===== config.mk =====
export PLATFORM = sky130hd
export DESIGN_NAME = ysyx_24070016_wb_arbiter
export DESIGN_NICKNAME = d
export VERILOG_FILES = /design/src/rtl/ysyx_24070016_wb_arbiter.sv
export SDC_FILE = /design/constraint.sdc
export NUM_CORES = 1
export LEC_CHECK = 0
export CORE_UTILIZATION = 44
export CTS_BUF_LIST = sky130_fd_sc_hd__clkbuf_4
export CTS_CLUSTER_SIZE = 14
export DETAILED_ROUTE_END_ITERATION = 12
export PLACE_DENSITY = 0.86
export SYNTH_ARGS = -nofsm -noshare
export SYNTH_HDL_FRONTEND = slang
export SYNTH_SLANG_ARGS = --single-unit

===== constraint.sdc =====
create_clock -name clk -period 8.8 [get_ports clk]
set_clock_uncertainty 0.05 [all_clocks]
set_input_delay 1.76 -clock clk [delete_from_list [all_inputs] [get_ports clk]]
set_output_delay 1.76 -clock clk [all_outputs]
set_load 0.03 [all_outputs]

===== src/rtl/ysyx_24070016_wb_arbiter.sv =====
// Write-back arbiter: EXU/LSU compete for one registered register-file write port.
// Also keeps a per-register busy scoreboard that IDU reads for RAW hazard stalls.
module ysyx_24070016_wb_arbiter #(
  parameter int unsigned ADDR_WIDTH = 5,
  parameter int unsigned DATA_WIDTH = 32
) (
  input  logic                       clk,
  input  logic                       rst,
  input  logic                       exu_valid,
  output logic                       exu_ready,
  input  logic [ADDR_WIDTH-1:0]      exu_rd,
  input  logic [DATA_WIDTH-1:0]      exu_data,
  input  logic                       lsu_valid,
  output logic                       lsu_ready,
  input  logic [ADDR_WIDTH-1:0]      lsu_rd,
  input  logic [DATA_WIDTH-1:0]      lsu_data,
  input  logic                       iss_valid,
  input  logic [ADDR_WIDTH-1:0]      iss_rd,
  output logic                       rf_wen,
  output logic [ADDR_WIDTH-1:0]      rf_waddr,
  output logic [DATA_WIDTH-1:0]      rf_wdata,
  output logic [(2**ADDR_WIDTH)-1:0] busy
);

  localparam int unsigned NumRegs = 2 ** ADDR_WIDTH;

  typedef enum logic {
    PrefLsu = 1'b0,
    PrefExu = 1'b1
  } pref_e;

  pref_e                  ptr_q, ptr_d;
  logic                   exu_gnt, lsu_gnt;
  logic [ADDR_WIDTH-1:0]  sel_rd;
  logic [DATA_WIDTH-1:0]  sel_data;
  logic [NumRegs-1:0]     busy_q, busy_d;

  always_comb begin
    exu_gnt = exu_valid && (!lsu_valid || (ptr_q == PrefExu));
    lsu_gnt = lsu_valid && !exu_gnt;
    // Ready must stay low for the whole time reset is held, not just after an edge.
    exu_ready = exu_gnt && !rst;
    lsu_ready = lsu_gnt && !rst;
    sel_rd    = exu_gnt ? exu_rd   : lsu_rd;
    sel_data  = exu_gnt ? exu_data : lsu_data;
    ptr_d     = ptr_q;
    if (exu_valid && lsu_valid) begin
      ptr_d = exu_gnt ? PrefLsu : PrefExu;
    end
  end

  always_comb begin
    busy_d = busy_q;
    if (rf_wen) begin
      busy_d[rf_waddr] = 1'b0;
    end
    // Applied after the clear so a re-issue on the commit edge keeps the bit set.
    if (iss_valid && (iss_rd != '0)) begin
      busy_d[iss_rd] = 1'b1;
    end
    busy_d[0] = 1'b0;
  end

  always_ff @(posedge clk or posedge rst) begin
    if (rst) begin
      ptr_q    <= PrefLsu;
      busy_q   <= '0;
      rf_wen   <= 1'b0;
      rf_waddr <= '0;
      rf_wdata <= '0;
    end else begin
      ptr_q  <= ptr_d;
      busy_q <= busy_d;
      if (exu_gnt || lsu_gnt) begin
        rf_wen   <= (sel_rd != '0);
        rf_waddr <= sel_rd;
        rf_wdata <= sel_data;
      end else begin
        rf_wen <= 1'b0;
      end
    end
  end

  assign busy = busy_q;

endmodule

==> run_results.csv <==
group,metric,value,unit
die,floorplan.io_pins,156,
die,initial_utilization,0.454,
hold_path,hold_path.class,"flip-flop to flip-flop",
place,dpl.cell_count,531,
synth,yosysWarnings,0,
drt,detail_route.wl_per_cell,17.2,µm
die,die_height,85.5,µm
power,power.sequential.fraction,0.360,
global_routing,vias_in_the_first_global_route,3063,
hold_path,min_delay_worst_endpoint,"rf_wdata[24]",
clock_network,tritoncts,"built",
timing,fin_crit_sh,0.633,
worst_setup_path,crit_fanout,44,
timing,number_of_hold_slack_violations_in_the_final_timing_report,0,
drt,viasPerCell,5.76,
layout,final_area,0.00482,mm²
worst_setup_path,crit_required,6990,ps
drt,postRouteWirelength,9400,µm
run,max_cap_viol_count,0,
drt,dr_total_vias,3152,
drt,ant_nets,0,
layout,diodes,0,
die,dieWidth,85.5,µm
clock_network,ctsHtreeMaxLevel,3,
power,switchingPower,0.581,mW
clock_network,cts_buffers,9,
clock_network,clockRootBuffer,"clkbuf_4",
global_routing,overflow,0,
drt,length_of_routed_met2_wiring,4510,µm
power,comb_power_share,0.470,
timing,worstMarginPinSlew,878,ps
layout,area_growth_syn_to_layout,57.0,%
timing,setup_slack,3230,ps
worst_setup_path,ff_to_ff_path_depth,4,
synth,netlist_area,0.00307,mm²
global_routing,all_layer_gr_usage,0.265,
drt,detail_route.drc_violations,0,
power,p_int,0.820,mW
timing,finalMaxSlewViolations,0,
synth,yosys_register_bits,70,
global_routing,antenna_found_initial,0,
synth,ys_seq_area_frac,0.571,
drt,dr.first_iter.drc_count,147,
timing,slew-limit-headroom,0.415,
drt,routed.top_layer,"met4",
drt,met1Wirelength,3850,µm
clock_network,post_cts_hold_buffer_count,0,
global_routing,wire_length_of_the_first_global_routing_pass,15000,µm
timing,max_freq,180,MHz
synth,synthesis.area_per_instance,9.93,µm²
timing,period_minus_slack,5570,ps
drt,wl_met3,871,µm
clock_network,ctsResizeCount,0,
layout,layout-drive-gt1-share,0.0557,
synth,synth_instances,309,
synth,netlist-cell-type-count,30,
power,leakage,1.97,nW
timing,setup_viol,0,
timing,finalSetupTns,0,ps
worst_setup_path,timing.setup.critical_path_class,"input port to output port",
worst_setup_path,timing.critical_path.to_type,"output port",
layout,finish.cell_count_without_fillers,547,
clock_network,cts_buffer_depth,2,
place,place_worst_setup_slack,3270,ps
worst_setup_path,rr_endpoint,"rf_wen",
power,power_frac_clock,0.170,
worst_setup_path,setup.reg_to_reg.worst_slack,7140,ps
synth,synth_nets,393,
worst_setup_path,worstPathArrival,3760,ps
place,cell_area_after_placement,0.00465,mm²
power,p_per_area,291,mW/mm²
worst_setup_path,worst_setup_path_start_kind,"input port",
worst_setup_path,regToRegStartpoint,"ptr_q",
status,outcome,"completed",
place,port-buffer-count,154,
clock_network,cts.sinks,70,
global_routing,grt_max_degree,71,
die,core.rowCount,30,
clock_network,cts.reportedPaths.clkPinSlew,110,ps
die,coreArea,0.00676,mm²
timing,rsz0062_at_grt,"no",
clock_network,clk-insertion-delay-late,410,ps
hold_path,hold_path.startpoint,"rf_wdata[24]",
die,die_area,0.00731,mm²
drt,dr.pass1.iters,5,
place,place.detailed.hpwl,6690,µm
layout,finish.net_count,546,
power,ir_worst_vdd,0.000131,V
hold_path,hold_path_depth,2,
place,place_congestion,0.873,
clock_network,cts_setup_buffers,0,
power,switching_share,0.414,
[synthesized netlist by cell type]
library cell,number,share of area
dfrtp_1,70,0.57
nand2_1,70,0.086
o21ai_0,59,0.096
a32oi_1,33,0.094
nand3b_1,10,0.024
buf_2,8,0.013
nand3_1,8,0.013
o21ai_1,7,0.011
nor2_1,6,0.0073
clkbuf_1,5,0.0061
or3b_1,5,0.014
a31oi_1,4,0.0082
buf_4,2,0.0049
buf_6,2,0.0073
inv_1,2,0.0024
nor3_1,2,0.0033
or3_1,2,0.0041
or4_1,2,0.0049
a21boi_2,1,0.0037
a21oi_1,1,0.0016
and2_1,1,0.0020
and2b_1,1,0.0024
conb_1,1,0.0012
nand2b_1,1,0.0020
nor2_2,1,0.0020
o211a_1,1,0.0033
o31ai_1,1,0.0024
or2_2,1,0.0020
or3b_2,1,0.0029
xnor2_1,1,0.0029
[registers in the layout (all words and copies together), names as in the netlist]
name and cells:
rf_waddr 5, rf_wdata 32, rf_wen 1, busy 31, ptr_q 1
[cell usage in the layout, fill, tap and decap left out, types with 2 or more instances in the layout]
cell             netlist  routed
or3b_1                 5       5
nand3b_1              10      10
clkbuf_4               0       9
nor3_1                 2       2
clkinvlp_4             0       2
or4_1                  2       2
buf_4                  2       5
bufinv_16              0       2
clkdlybuf4s50_1        0     154
dfrtp_1               70      70
nand3_1                8       8
nor2_1                 6       6
a31oi_1                4       4
or3_1                  2       2
nand2_1               70      70
o21ai_0               59      59
o21ai_1                7       7
a32oi_1               33      33
[logic make-up (layout without fill, tap and decap cells)]
logic type / Yosys count / after routing / synth area share
AOI/OAI and AO/OA: 107 / 107 / 0.221
DFF: 70 / 70 / 0.571
xor gates and xnor gates: 1 / 1 / 0.00285
buffers and inverters: 19 / 177 / 0.0338
other: 1 / 1 / 0.00122
and+or+nand+nor: 111 / 111 / 0.170
[layer usage]
metal / track usage / vias to the layer above
li1: - / 1438
met1: 0.347 / 1511
met2: 0.428 / 187
met3: 0.0683 / 16
met4: 0.0985 / 0
met5: 0 / -
[worst max-delay path by stage]
stage | from | to | slack [ps] | cells past startpoint
2_1_floorplan | rst | lsu_ready | 3280 | 2
3_3_place_gp | exu_valid | exu_ready | 3260 | 5
3_5_place_dp | exu_valid | exu_ready | 3270 | 5
4_1_cts | exu_valid | exu_ready | 3250 | 5
5_1_grt | exu_valid | exu_ready | 3150 | 5
6_report | exu_valid | exu_ready | 3230 | 5
[power groups by stage]
stage	sequential [mW]	combinational, mW	clock, mW
floorplan	0.710	0.146	0
global placement	0.505	0.644	0
detailed placement	0.508	0.658	0
CTS	0.503	0.659	0.240
global route	0.517	0.697	0.261
finish	0.504	0.658	0.239
[worst max-delay path: stages]
cell	delay (ps)
clkdlybuf4s50_1	450
buf_4	390
inv_1	210
nor3_1	230
clkdlybuf4s50_1	700
[through the flow]
stage                     hold WS [ps]  utilization  power, mW
final                              442        0.713       1.40
after global routing               480        0.713       1.48
after floorplan                    457            -      0.856
after CTS                          447        0.713       1.40
after detailed placement           419        0.689       1.17
after global placement             413        0.689       1.15
[cell type report]
type | instances | area (µm²)
clock buffers | 9 | 67.6
clock inverters | 7 | 97.6
fillers | 500 | 1940
inverters | 2 | 7.51
multi-input cells | 220 | 1210
flip-flops and latches | 70 | 1750
well taps | 80 | 100
repair buffers | 159 | 1580
(Power assumes the default switching activity.)
